### config.mk
export PLATFORM = sky130hd
export DESIGN_NAME = edge_detector_bank
export DESIGN_NICKNAME = d
export VERILOG_FILES = /design/src/rtl/edge_detector_bank_pkg.sv /design/src/rtl/edge_detector_bank_sync_filter.sv /design/src/rtl/edge_detector_bank.sv
export SDC_FILE = /design/constraint.sdc
export NUM_CORES = 1
export LEC_CHECK = 0
export ABC_AREA = 1
export BUFFER_PORTS_ARGS = -buffer_cell sky130_fd_sc_hd__buf_2
export CAP_MARGIN = 10
export CORE_MARGIN = 2
export CORE_UTILIZATION = 52
export DETAILED_ROUTE_END_ITERATION = 10
export HOLD_SLACK_MARGIN = 0.12
export PLACE_DENSITY_LB_ADDON = 0.15
export SLEW_MARGIN = 20
export SYNTH_ARGS = -nofsm -noshare
export SYNTH_HDL_FRONTEND = slang
export SYNTH_SLANG_ARGS = --single-unit
### constraint.sdc
create_clock -name i_clk -period 1.75 [get_ports i_clk]
set_input_delay 0.0875 -clock i_clk [delete_from_list [all_inputs] [get_ports i_clk]]
set_output_delay 0.0875 -clock i_clk [all_outputs]
set_load 0.005 [all_outputs]
### src/rtl/edge_detector_bank_pkg.sv
// rtl/edge_detector_bank_pkg.sv - shared mode constants and warm-up length helper (EDGE_DET_FILTER_EN aware)
package edge_detector_bank_pkg;

    localparam int EDGE_MODE_FALL = 0;
    localparam int EDGE_MODE_RISE = 1;
    localparam int EDGE_MODE_BOTH = 2;

`ifdef EDGE_DET_FILTER_EN
    localparam bit c_FILTER_ON = 1'b1;
`else
    localparam bit c_FILTER_ON = 1'b0;
`endif

    // Cycles before s is trustworthy after reset; the debounce stage adds its own settle time
    // so a channel already high at reset release still yields no spurious rise.
    function automatic int warmup_cycles(input int sync_stages, input int filter_len);
        return sync_stages + 1 + (c_FILTER_ON ? filter_len : 0);
    endfunction

endpackage

### src/rtl/edge_detector_bank_sync_filter.sv
// rtl/edge_detector_bank_sync_filter.sv - one channel: synchroniser chain plus optional debounce (EDGE_DET_FILTER_EN)
module edge_sync_filter #(
    parameter int p_SYNC_STAGES = 2
`ifdef EDGE_DET_FILTER_EN
    ,
    parameter int p_FILTER_LEN  = 4
`endif
) (
    input  logic i_clk,
    input  logic i_rst_n,
    input  logic i_data,
    output logic o_s
);

    logic [p_SYNC_STAGES-1:0] r_sync;

    // Shift the asynchronous input through the synchroniser chain
    always_ff @(posedge i_clk) begin
        if (!i_rst_n) begin
            r_sync <= '0;
        end else begin
            r_sync <= {r_sync[p_SYNC_STAGES-2:0], i_data};
        end
    end

`ifdef EDGE_DET_FILTER_EN
    localparam int c_CNT_W = $clog2(p_FILTER_LEN + 1);

    logic [c_CNT_W-1:0] r_cnt;
    logic               r_s;

    // Accept a new level only after it has differed from s for p_FILTER_LEN samples in a row
    always_ff @(posedge i_clk) begin
        if (!i_rst_n) begin
            r_cnt <= '0;
            r_s   <= 1'b0;
        end else if (r_sync[p_SYNC_STAGES-1] == r_s) begin
            r_cnt <= '0;
        end else if (r_cnt == c_CNT_W'(p_FILTER_LEN - 1)) begin
            r_s   <= r_sync[p_SYNC_STAGES-1];
            r_cnt <= '0;
        end else begin
            r_cnt <= r_cnt + 1'b1;
        end
    end

    assign o_s = r_s;
`else
    assign o_s = r_sync[p_SYNC_STAGES-1];
`endif

endmodule

### src/rtl/edge_detector_bank.sv
// rtl/edge_detector_bank.sv - multi-channel synchronised edge detector with sticky pending flags (EDGE_DET_FILTER_EN)
module edge_detector_bank
    import edge_detector_bank_pkg::*;
#(
    parameter int p_CHANNELS    = 8,
    parameter int p_MODE        = EDGE_MODE_RISE,
    parameter int p_SYNC_STAGES = 2,
    parameter int p_FILTER_LEN  = 4
) (
    input  logic                  i_clk,
    input  logic                  i_rst_n,
    input  logic [p_CHANNELS-1:0] i_data,
    input  logic [p_CHANNELS-1:0] i_clear,
    output logic [p_CHANNELS-1:0] o_rise,
    output logic [p_CHANNELS-1:0] o_fall,
    output logic [p_CHANNELS-1:0] o_edge,
    output logic [p_CHANNELS-1:0] o_pending,
    output logic                  o_any
);

    localparam int c_WARM   = warmup_cycles(p_SYNC_STAGES, p_FILTER_LEN);
    localparam int c_WARM_W = $clog2(c_WARM + 1);

    logic [p_CHANNELS-1:0] w_s;
    logic [p_CHANNELS-1:0] r_prev;
    logic [c_WARM_W-1:0]   r_warm;
    logic                  w_live;
    logic [p_CHANNELS-1:0] w_rise;
    logic [p_CHANNELS-1:0] w_fall;
    logic [p_CHANNELS-1:0] w_pend_next;
    logic [p_CHANNELS-1:0] r_rise;
    logic [p_CHANNELS-1:0] r_fall;
    logic [p_CHANNELS-1:0] r_edge;
    logic [p_CHANNELS-1:0] r_pending;
    logic                  r_any;

    for (genvar g = 0; g < p_CHANNELS; g++) begin : g_ch
`ifdef EDGE_DET_FILTER_EN
        edge_sync_filter #(
            .p_SYNC_STAGES(p_SYNC_STAGES),
            .p_FILTER_LEN (p_FILTER_LEN)
        ) u_ch (
            .i_clk  (i_clk),
            .i_rst_n(i_rst_n),
            .i_data (i_data[g]),
            .o_s    (w_s[g])
        );
`else
        edge_sync_filter #(
            .p_SYNC_STAGES(p_SYNC_STAGES)
        ) u_ch (
            .i_clk  (i_clk),
            .i_rst_n(i_rst_n),
            .i_data (i_data[g]),
            .o_s    (w_s[g])
        );
`endif
    end

    assign w_live = (r_warm == c_WARM_W'(c_WARM));

    // Saturating warm-up counter; edges are only reported once it reaches its terminal value
    always_ff @(posedge i_clk) begin
        if (!i_rst_n) begin
            r_warm <= '0;
        end else if (!w_live) begin
            r_warm <= r_warm + 1'b1;
        end
    end

    // Previous sample follows s unconditionally so warm-up leaves it aligned with the input
    always_ff @(posedge i_clk) begin
        if (!i_rst_n) begin
            r_prev <= '0;
        end else begin
            r_prev <= w_s;
        end
    end

    // Edge decode, masked by mode and by warm-up
    always_comb begin
        w_rise = '0;
        w_fall = '0;
        if (w_live) begin
            if (p_MODE != EDGE_MODE_FALL) w_rise = w_s & ~r_prev;
            if (p_MODE != EDGE_MODE_RISE) w_fall = ~w_s & r_prev;
        end
    end

    // A new edge beats a same-cycle clear on its channel
    assign w_pend_next = (r_pending & ~i_clear) | r_edge;

    // Registered pulse, pending and summary outputs
    always_ff @(posedge i_clk) begin
        if (!i_rst_n) begin
            r_rise    <= '0;
            r_fall    <= '0;
            r_edge    <= '0;
            r_pending <= '0;
            r_any     <= 1'b0;
        end else begin
            r_rise    <= w_rise;
            r_fall    <= w_fall;
            r_edge    <= w_rise | w_fall;
            r_pending <= w_pend_next;
            r_any     <= |w_pend_next;
        end
    end

    assign o_rise    = r_rise;
    assign o_fall    = r_fall;
    assign o_edge    = r_edge;
    assign o_pending = r_pending;
    assign o_any     = r_any;

endmodule
After elaboration in Yosys (flattened, before gate mapping)
Index checks and enable logic that the tools add are counted.
{"block": "totals", "elab_cells": 22, "ramBits": 0, "register_bits": 43, "out_inout_bits": 33, "mem_bits_ro": 0, "latchBits": 0, "n_memories": 0, "inputBits": 18}
{"block": "classes", "n_bitwise": 5, "n_mul": 0, "shift": 0, "addsub": 1, "eq_ne": 1, "div_mod_pow": 0, "muxes": 0, "n_reduce_logical": 2, "order_cmp": 0}
{"op": "AND 8 bit", "count": 2}
{"op": "inverter 8 bit", "count": 2}
{"op": "bitwise OR 8 bit", "count": 1}
{"op": "OR reduction 8 bit", "count": 1}
{"op": "adder 2 x 1 -> 2 bit (second input constant)", "count": 1}
{"op": "equality test 2 bit (second input constant)", "count": 1}
{"op": "AND reduction 2 bit", "count": 1}

Longest topological paths before layout
Gate-level depths: netlist of run 1.
{"block": "logic_depth", "word_depth": 4, "depth_mapped": 7, "depth_no_buf": 7}

By module
A second synthesis of run 1 with hierarchy kept.
{"block": "unflattened", "cells_unflattened": 173, "area_unflattened_um2": 1500.2}
{"module": "edge_detector_bank", "seq_area_each_um2": 540.5, "cells_per_inst": 125, "area_per_inst_um2": 1059.8, "instances": 1}
{"module": "edge_sync_filter", "seq_area_each_um2": 40.0, "cells_per_inst": 6, "area_per_inst_um2": 55.1, "instances": 8}

Least setup slack after synthesis of run 1
No wires, ideal clock.
{"block": "synth_timing", "kind": "register to register", "from": "register r_warm[0]", "to": "register r_warm[1]", "period_less_slack_ns": 0.884, "required_time_ns": 1.637, "setup_slack_ns": 0.866, "stages_incl_launch_ff": 5, "setup_time_ns": 0.113, "path_buffers": 0, "arrival_ns": 0.772, "path_cell_list": "dfxtp_1 > ha_1 > inv_2 > nor2_1 > nor2_1"}
{"block": "synth_between", "elab_chain_len": 1, "elab_cells_between_ends": 2, "classes_between": "1 x add/sub; 1 x eq/ne"}
{"element": "start, declared", "line": "edge_detector_bank.sv:26", "source": "logic [c_WARM_W-1:0] r_warm;"}
{"element": "start signal, assigned", "line": "edge_detector_bank.sv:67", "source": "r_warm <= r_warm + 1'b1;"}
{"element": "adder 2 x 1 -> 2 bit or equality test 2 bit (tied branches)", "line": "edge_detector_bank.sv:67, edge_detector_bank.sv:60"}
Parallel ways exist; a longest one is shown, timed or not.
A chain may end at the register's enable or synchronous reset.

Worst setup path after layout of run 1
{"block": "layout_timing", "from": "register r_warm[0]", "to": "register r_edge[3] (netlist: o_edge[3])"}
{"block": "layout_between", "elab_chain_len": 2}
{"element": "equality test 2 bit", "line": "edge_detector_bank.sv:60", "source": "assign w_live = (r_warm == c_WARM_W'(c_WARM));"}
{"element": "AND reduction 2 bit (no source line)"}
{"element": "end signal, assigned", "line": "edge_detector_bank.sv:104", "source": "r_edge <= w_rise | w_fall;"}
{"element": "end, declared", "line": "edge_detector_bank.sv:33", "source": "logic [p_CHANNELS-1:0] r_edge;"}
Every way passes these cells.

==> results of run 1 <==
==> per-stage QoR <==
| stage | utilization, % | instances | worst slack [ns] | cell area (um^2) |
|---|---|---|---|---|
| 3_5_place_dp | 59.3 | 236 | 0.774 | 1640 |
| 4_1_cts | 67.6 | 260 | 0.768 | 1870 |
| 6_report | 67.6 | 260 | 0.771 | 1870 |
| 2_1_floorplan | - | 182 | 0.866 | 1550 |
| 5_1_grt | 67.6 | 260 | 0.688 | 1870 |
| 3_3_place_gp | 59.3 | 236 | 0.806 | 1640 |
==> per-layer routing <==
layer | up-vias | track usage, %
li1 | 586 | -
met3 | 7 | 6.25
met4 | 0 | 6.98
met5 | - | 0
met1 | 460 | 13.8
met2 | 43 | 25.2
==> sequential cells by signal (all words and copies together), names as in the netlist <==
signal,count
g_ch.u_ch.r_sync,16
r_prev,8
o_pending,8
r_warm,2
o_any,1
o_edge,8
==> worst reg2reg max path: stages (launching register included) <==
cell     delay [ns]
dfxtp_1        0.36
ha_1           0.24
inv_2          0.12
nor3_1         0.19
==> layout by cell type, fill, tap and decap left out, drive strengths merged <==
cell          n
dlygate4sd3  16
nor2          9
o21ai         1
dfxtp        43
inv          42
xor2          1
ha            1
nor3          8
a21oi         8
conb          8
clkbuf        8
nand2        42
buf          42
==> cell type report <==
| type | instances | share of cell area (%) |
|---|---|---|
| Sequential cell | 43 | 46.1 |
| Multi-Input combinational cell | 78 | 19.8 |
| Inverter | 42 | 8.45 |
| Clock buffer | 8 | 3.69 |
| Tap cell | 31 | 2.08 |
| Timing Repair Buffer | 58 | 19.9 |
==> power breakdown <==
group | switching [mW] | total (mW) | leakage, nW | internal, mW
sequential | 0.0169 | 1.04 | 0.351 | 1.02
clock | 0.281 | 0.518 | 0.0386 | 0.237
combinational | 0.0792 | 0.154 | 0.747 | 0.0751
total | 0.377 | 1.71 | 1.14 | 1.33
==> worst max-delay path by stage <==
stage / cells past startpoint / startpoint / slack (ns) / end
finish: 3 / r_warm[0]$_SDFFE_PN0P_ / 0.77 / o_edge[3]$_SDFF_PN0_
global route: 3 / r_warm[0]$_SDFFE_PN0P_ / 0.69 / o_edge[3]$_SDFF_PN0_
CTS: 3 / r_warm[0]$_SDFFE_PN0P_ / 0.77 / o_edge[3]$_SDFF_PN0_
detailed placement: 3 / i_rst_n / 0.77 / o_pending[3]$_SDFF_PN0_
global placement: 3 / i_rst_n / 0.81 / o_pending[0]$_SDFF_PN0_
floorplan: 4 / r_warm[0]$_SDFFE_PN0P_ / 0.87 / r_warm[1]$_SDFFE_PN0P_
==> what timing repair did <==
action	CTS	global route
endpoints found under the hold margin	16	0
hold buffers	16	0
resized for setup	0	0
==> logic make-up (layout without fill, tap and decap cells) <==
kind of cell / after synthesis / count (layout) / share of synthesized area (%)
AOI/OAI and AO/OA: 9 / 9 / 3.21
and+or+nand+nor: 59 / 59 / 17.7
buffers and inverters: 61 / 108 / 20.8
adders and majority gates: 1 / 1 / 0.823
xor gates and xnor gates: 1 / 1 / 0.576
DFF: 43 / 43 / 56.6
other: 1 / 8 / 0.247
==> out/qor.yml, run 1 <==
floorplan:
  num_rows: 19
  start_util_pct: 55.1
  die_x_um: 58.1
  core_area_um2: 2760
  die_h_um: 58.1
  top_level_ports: 51
  dieArea_um2: 3370
setup_path:
  regToRegEndpoint: "o_edge[3]$_SDFF_PN0_"
  r2r_cells: 3
  r2r_slack_ns: 0.77
  slowest_stage: "dfxtp_1"
  slowest_delay_ns: 0.36
  rr_startpoint: "r_warm[0]$_SDFFE_PN0P_"
  timing.critical_path.buf_inv: 1
  critical_path.top_delay_family: "flip-flops"
  setup.worst_path.end_class: "flop"
  critical_path_arrival_ns: 1.24
  cp_data_required_time_ns: 2.01
  crit_type: "flop to flop"
  worstPathCellList: "ha_1 -> inv_2 -> nor3_1"
  startpoint_type: "flop"
  critPathMaxFanout: 9
timing:
  slew_headroom_pct: 65.0
  finalMaxSlewViolations: 0
  fin_crit_ns: 0.979
  setup_viol: 0
  fin_crit_sh_pct: 55.9
  clock_skew_ns: 0.00432
  setup-tns-final_ns: 0
  rsz0062_at_grt: "no"
  max_freq_mhz: 1020
  hold_ws_ns: 0.205
  hold_violations: 0
  max_slew.worst_pin.slew_ns: 0.525
routing:
  wl_met1_um: 937
  route.met2.wl_um: 1080
  routed_wirelength_um: 2240
  wl_per_cell_um: 8.63
  top_layer: "met4"
  vias: 1096
  firstDrtPassIters: 4
  drt_iter0_markers: 27
  dr_wl_met3_um: 177
  drtAntennaViolNets: 0
  drc: 0
  vias_per_cell: 4.22
clock_network:
  cts_made_buffers: 5
  cts_setup_buffers: 0
  h-tree-depth: 2
  cts_tree: "built"
  clock_path_buffers: 2
  clk_pin_slew_worst_paths_ns: 0.11
  root_buffer: "clkbuf_4"
  clk_latency_ns: 0.34
  cts.sinks: 43
synthesis:
  yosys-top-cells-area: "dfxtp_1 57%, inv_1 9.9%, nand2_1 9.6%, buf_4 8.4%, a21oi_1 2.6%"
  synth.most_common_cell: "dfxtp_1"
  netlist_top_cells_count: "43 x dfxtp_1, 40 x inv_1, 39 x nand2_1"
  ys_async_sr_fraction_pct: 0
  synth_sequential_area_ratio_pct: 56.6
  synth_area_um2: 1520
  synth.ff_latch_count: 43
  synth_ff_type: "dfxtp_1"
  yosys_warnings: 0
  post_synth.cell_area_avg_um2: 8.69
  synthCells: 175
  synth_edf_count: 0
  yosysTopAreaCellShare_pct: 56.6
  ys_types: 16
  yosys.area.top_type: "dfxtp_1"
outcome:
  outcome: "complete, no violations"
layout:
  finalNetCount: 247
  fillers: 222
  regArea_um2: 861
  area_growth_pct: 22.7
  antenna_cells: 0
  layout-drive-gt1-share_pct: 25.3
  multi_input_area_um2: 369
global_route:
  grt.total_usage_pct: 14.1
  grt_pass1_vias: 919
  grt_start_max_net_pins: 27
  grt-ovfl-total: 0
  antenna_found_initial: 0
  grt_pass1_wl_um: 3540
placed_design:
  hpwlAfterDp_um: 1520
  gp_congestion: 0.655
  io_buffers: 42
hold_path:
  worst_hold_path_type: "primary input to flop"
  holdPathStages: 3
  hp-start: "i_rst_n"
  min_to: "g_ch[3].u_ch.r_sync[1]$_SDFF_PN0_"
pwr:
  vdd_drop_max_mv: 0.687
  powerDensity_nw_per_um2: 916
  p_total_mw: 1.71
  p_leak_nw: 1.14
flow_run:
  cap_violations: 0
Note: power is estimated with default switching activity, not from simulation.
==> run 2, diff against run 1 <==
--- a/config.mk
+++ b/config.mk
@@ -5,11 +5,11 @@
 export SDC_FILE = /design/constraint.sdc
 export NUM_CORES = 1
 export LEC_CHECK = 0
-export ABC_AREA = 1
+export ABC_AREA = 0
 export BUFFER_PORTS_ARGS = -buffer_cell sky130_fd_sc_hd__buf_2
 export CAP_MARGIN = 10
 export CORE_MARGIN = 2
-export CORE_UTILIZATION = 52
+export CORE_UTILIZATION = 43
 export DETAILED_ROUTE_END_ITERATION = 10
 export HOLD_SLACK_MARGIN = 0.12
 export PLACE_DENSITY_LB_ADDON = 0.15
==> constraint.sdc (replaced) <==
create_clock -name i_clk -period 0.9 [get_ports i_clk]
set_input_delay 0.045 -clock i_clk [delete_from_list [all_inputs] [get_ports i_clk]]
set_output_delay 0.045 -clock i_clk [all_outputs]
set_load 0.005 [all_outputs]
==> run 2 against run 1 <==
  * Utilization decreased by 0.57 points
  * Setup slack got worse by 0.84 ns
  * Critical path depth decreased by 1
  * Critical endpoint is now o_rise[0]
  * Critical path type is now flop to primary output
  * Count of clock-buffer cells in the layout decreased by 3
  * Register-to-register slack got worse by 0.82 ns
  * Sequential power increased by 93%
  * Largest power group unchanged
  * Sequential cell count unchanged
  * The flow now finishes with violations (setup timing)
  * Final cell count decreased by 10%
  * Via count decreased by 9.3%
  * Synthesized cell count decreased by 29%
  * Routed wire length increased by 8.7%
==> out/qor.yml, run 2 <==
synthesis:
  post_synth.cell_area_avg_um2: 11.5
  ys_types: 18
  ys_async_sr_fraction_pct: 0
  synth_sequential_area_ratio_pct: 59.9
  yosysTopAreaCellShare_pct: 59.9
  yosys-top-cells-area: "dfxtp_1 60%, buf_4 8.9%, and2_1 7.0%, and3b_1 4.9%, and2_4 3.7%"
  synthCells: 125
  synth_edf_count: 0
  netlist_top_cells_count: "43 x dfxtp_1, 17 x buf_4, 16 x and2_1"
  yosys_warnings: 0
  synth.ff_latch_count: 43
  synth_ff_type: "dfxtp_1"
  yosys.area.top_type: "dfxtp_1"
  synth.most_common_cell: "dfxtp_1"
  synth_area_um2: 1440
setup_path:
  startpoint_type: "flop"
  critical_path_arrival_ns: 0.93
  setup.worst_path.end_class: "primary output"
  cp_data_required_time_ns: 0.85
  critPathMaxFanout: 3
  crit_type: "flop to primary output"
hold_path:
  worst_hold_path_type: "primary input to flop"
global_route:
  antenna_found_initial: 0
  grt_start_max_net_pins: 17
  grt.total_usage_pct: 14.0
  grt_pass1_vias: 946
  grt-ovfl-total: 0
  grt_pass1_wl_um: 3810
routing:
  drc: 0
  drt_iter0_markers: 17
  routed_wirelength_um: 2440
  vias: 994
  drtAntennaViolNets: 0
  vias_per_cell: 4.27
  firstDrtPassIters: 3
  wl_per_cell_um: 10.5
clock_network:
  clk_pin_slew_worst_paths_ns: 0.12
  clock_path_buffers: 2
  cts.sinks: 43
  clk_latency_ns: 0.33
  cts_made_buffers: 5
  h-tree-depth: 2
  root_buffer: "clkbuf_4"
  cts_tree: "built"
outcome:
  violations: "setup timing"
  outcome: "finished with violations"
layout:
  fillers: 238
  layout-drive-gt1-share_pct: 47.1
  regArea_um2: 878
  antenna_cells: 0
  top_register: "g_ch.u_ch.r_sync"
  final_cell_mix: "31 x dfxtp_1, 26 x buf_2, 24 x buf_6"
  multi_input_area_um2: 500
  post-route-util_pct: 67.1
  largest_reg_flops: 16
  final_common_cell: "dfxtp_1"
  area_growth_pct: 46.0
  finalNetCount: 208
floorplan:
  top_level_ports: 51
  die_x_um: 61.8
  die_h_um: 61.8
  start_util_pct: 46.0
  core_area_um2: 3130
  dieArea_um2: 3820
  num_rows: 20
timing:
  hold_violations: 0
  clock_skew_ns: 0.00623
  hold_ws_ns: 0.0771
  fin_crit_sh_pct: 108
  fin_crit_ns: 0.970
  rsz0062_at_grt: "yes"
  max_freq_mhz: 1030
  fin_ws_ns: -0.0702
  finalMaxSlewViolations: 0
  setup_viol: 17
flow_run:
  cap_violations: 0
pwr:
  vdd_drop_max_mv: 0.805
  p_leak_nw: 0.988
  powerDensity_nw_per_um2: 1630
  p_total_mw: 3.42
placed_design:
  gp_congestion: 0.685
  io_buffers: 42
  hpwlAfterDp_um: 1520
[run 2: cell count changes after synthesis, sizes merged, moves of 6 or more]
cell and change:
nor3 -8, nand2 -42, nor2b +8, a21oi -8, o21a +6, inv -41, and3b +8, and2 +24
[run 2: cells by family after synthesis]
kind of cell               after synthesis  synth area share (%)
AOI/OAI and AO/OA                        7                  3.74
xor gates and xnor gates                 1                 0.609
adders and majority gates                1                 0.870
buffers and inverters                   21                  10.6
DFF                                     43                  59.9
muxes                                    1                 0.696
other                                    1                 0.261
and+or+nand+nor                         50                  23.3
[run 2: cell type report]
type / instances / area share [%]
clock buffer: 5 / 1.79
clock inverter: 2 / 1.79
inverter: 1 / 0.179
multi-input combinational: 68 / 23.9
sequential: 43 / 41.9
tap: 44 / 2.62
timing repair buffer: 70 / 27.9
[run 2: per-stage QoR]
stage               cell area (um^2)  setup WS [ns]  setup TNS, ns  instances
floorplan                       1490        0.00176              0        132
global placement                1680         -0.120         -0.120        209
detailed placement              1680         -0.133         -0.141        209
CTS                             2050        -0.0926         -0.914        231
global route                    2100         -0.127          -1.75        233
finish                          2100        -0.0702         -0.683        233
[run 2: report_power, final]
group / internal (mW) / total, mW / switching, mW
clock: 0.570 / 1.13 / 0.557
combinational: 0.180 / 0.289 / 0.109
sequential: 1.98 / 2.01 / 0.0334
total: 2.72 / 3.42 / 0.699
[run 2: final timing paths]
path                            cells after the start  slack, ns                                 to                               from
worst min-delay path                                2       0.08               r_prev[3]$_SDFF_PN0_                            i_rst_n
worst min register to register                      1       0.45  g_ch[0].u_ch.r_sync[1]$_SDFF_PN0_  g_ch[0].u_ch.r_sync[0]$_SDFF_PN0_
worst max-delay path                                2      -0.07                          o_rise[0]               o_edge[0]$_SDFF_PN0_
worst max register to register                      3      -0.05                   o_any$_SDFF_PN0_            o_pending[5]$_SDFF_PN0_
[run 2: layer usage]
layer  share of wire [%]  global-route usage (%)  vias up
li1                    -                       -      503
met1                  40                    14.5      437
met2                  52                    24.4       45
met3                 5.3                    4.35        9
met4                 3.5                    9.12        0
met5                   0                       0        -
[run 2: critical path, stage by stage, from the launching register on]
cell,delay [ns]
dfxtp_2,0.36
buf_6,0.12
buf_6,0.10
[run 2: timing repair]
| action | CTS | global route |
|---|---|---|
| endpoints found under the setup margin | 19 | 23 |
| pin swaps | 3 | 7 |
| hold buffers | 14 | 1 |
| resized for setup | 34 | 10 |
| endpoints found under the hold margin | 16 | 6 |
| buffers inserted | 1 | 2 |
==> run 3, diff against run 2 <==
--- a/config.mk
+++ b/config.mk
@@ -9,10 +9,10 @@
 export BUFFER_PORTS_ARGS = -buffer_cell sky130_fd_sc_hd__buf_2
 export CAP_MARGIN = 10
 export CORE_MARGIN = 2
-export CORE_UTILIZATION = 43
+export CORE_UTILIZATION = 48
 export DETAILED_ROUTE_END_ITERATION = 10
 export HOLD_SLACK_MARGIN = 0.12
-export PLACE_DENSITY_LB_ADDON = 0.15
+export PLACE_DENSITY = 0.78
 export SLEW_MARGIN = 20
 export SYNTH_ARGS = -nofsm -noshare
 export SYNTH_HDL_FRONTEND = slang
==> constraint.sdc (replaced) <==
create_clock -name i_clk -period 1.1 [get_ports i_clk]
set_input_delay 0.055 -clock i_clk [delete_from_list [all_inputs] [get_ports i_clk]]
set_output_delay 0.055 -clock i_clk [all_outputs]
set_load 0.005 [all_outputs]
==> run 3 against run 2 <==
  * The run ends with DRC left
  * Die area decreased by 9.8%
  * Sequential power decreased by 18%
  * Critical path depth increased by 1
  * Clock power decreased by 26%
  * Largest power group unchanged
==> out/qor.yml, run 3 (synthesis gave the netlist of run 2 again) <==
clock_network:
  root_buffer: "clkbuf_4"
  cts_tree: "built"
  clock_path_buffers: 2
  clk_latency_ns: 0.34
  cts_made_buffers: 5
  clk_pin_slew_worst_paths_ns: 0.12
  h-tree-depth: 2
  cts_setup_buffers: 0
  cts.sinks: 43
pwr:
  seqPwrFrac_pct: 61.2
  powerDensity_nw_per_um2: 1460
  power_switching_mw: 0.564
  p_clk_share_pct: 31.3
  p_leak_nw: 0.901
  power.share.switching_pct: 21.1
  internal_power_mw: 2.11
  comb_power_share_pct: 7.6
  vdd_drop_max_mv: 0.938
  p_total_mw: 2.67
floorplan:
  core_area_um2: 2810
  start_util_pct: 51.2
  die_h_um: 58.7
  num_rows: 19
  dieArea_um2: 3450
  die_x_um: 58.7
  top_level_ports: 51
setup_path:
  slowest_stage: "dfxtp_1"
  slowest_delay_ns: 0.38
  startpoint_type: "flop"
  cp_data_required_time_ns: 1.34
  critical_path_arrival_ns: 1.26
  crit_type: "flop to flop"
  critical_path.top_delay_family: "flip-flops"
  critPathMaxFanout: 10
  worstPathCellList: "ha_2 -> mux2i_1 -> nor2_1"
  timing.critical_path.buf_inv: 0
  setup.worst_path.end_class: "flop"
hold_path:
  worst_hold_path_type: "primary input to flop"
global_route:
  antenna_found_initial: 0
  grt.total_usage_pct: 13.7
  grt-ovfl-total: 0
  grt_pass1_vias: 850
  grt_start_max_net_pins: 17
  grt_pass1_wl_um: 3380
timing:
  rsz0062_at_grt: "no"
  setup-tns-final_ns: 0
  max_freq_mhz: 981
  setup_viol: 0
  hold_violations: 0
  fin_crit_sh_pct: 92.7
  finalMaxSlewViolations: 0
  clock_skew_ns: 0.00860
  fin_crit_ns: 1.02
routing:
  drtAntennaViolNets: 0
  wl_per_cell_um: 10.5
  vias: 930
  drt_iter0_markers: 20
  routed_wirelength_um: 2210
  vias_per_cell: 4.41
  drc: 9
  firstDrtPassIters: 7
layout:
  area_growth_pct: 27.2
  final_common_cell: "dfxtp_1"
  largest_reg_flops: 16
  layout-drive-gt1-share_pct: 34.4
  top_register: "g_ch.u_ch.r_sync"
  antenna_cells: 0
  finalNetCount: 198
  final_cell_mix: "43 x dfxtp_1, 42 x buf_2, 17 x dlygate4sd3_1"
outcome:
  outcome: "finished with violations"
  violations: "DRC"
placed_design:
  gp_congestion: 0.717
  io_buffers: 42
flow_run:
  cap_violations: 0
run 3: area by class of cell:
type,instances,area [um^2]
inverters,1,3.75
well taps,31,38.8
clock inverters,1,7.51
clock buffers,7,65.1
repair buffers,60,388
flip-flops and latches,43,861
fillers,214,976
multi-input cells,68,465
run 3: worst register-to-register path: stages, from the launching register on:
cell     delay [ns]
dfxtp_1        0.38
ha_2           0.28
mux2i_1        0.21
nor2_1         0.06
run 3: path summary, 6_finish.rpt:
path                                       end  cells after the start  slack, ns                               from
min reg2reg  g_ch[4].u_ch.r_sync[1]$_SDFF_PN0_                      1       0.45  g_ch[4].u_ch.r_sync[0]$_SDFF_PN0_
min          g_ch[3].u_ch.r_sync[0]$_SDFF_PN0_                      3       0.44                          i_data[3]
max                     r_warm[1]$_SDFFE_PN0P_                      3       0.08             r_warm[0]$_SDFFE_PN0P_
max reg2reg             r_warm[1]$_SDFFE_PN0P_                      3       0.08             r_warm[0]$_SDFFE_PN0P_
run 3: metrics by stage:
step | util, % | hold slack [ns] | std cells | worst slack, ns | cell area [um^2]
after floorplan | - | 0.182 | 132 | 0.148 | 1460
after global placement | 56.0 | 0.259 | 186 | 0.0933 | 1570
after detailed placement | 56.0 | 0.265 | 186 | 0.0184 | 1570
after CTS | 65.0 | 0.419 | 211 | 0.0635 | 1820
after global routing | 65.2 | 0.428 | 211 | 0.000276 | 1830
final | 65.2 | 0.445 | 211 | 0.0808 | 1830
run 3: layer usage:
metal / track usage [%] / share of wire [%] / routed length, um
met1: 12.6 / 39 / 865
met2: 24.6 / 48 / 1050
met3: 6.81 / 11 / 249
met4: 6.82 / 1.9 / 43
met5: 0 / 0 / 0
run 3: repair_timing:
action                                 CTS  global route
hold buffers                            17             0
endpoints found under the hold margin   16             0
pin swaps                                0             1
setup endpoints to repair                2             1
cloned                                   0             0
resized for setup                        2             1
run 3: power by group through the flow:
stage | clock network (mW) | logic, mW | registers (mW)
5_1_grt | 0.951 | 0.224 | 1.64
4_1_cts | 0.875 | 0.203 | 1.64
2_1_floorplan | 0 | 0.124 | 1.67
6_report | 0.835 | 0.202 | 1.64
3_3_place_gp | 0 | 0.140 | 1.67
3_5_place_dp | 0 | 0.154 | 1.67
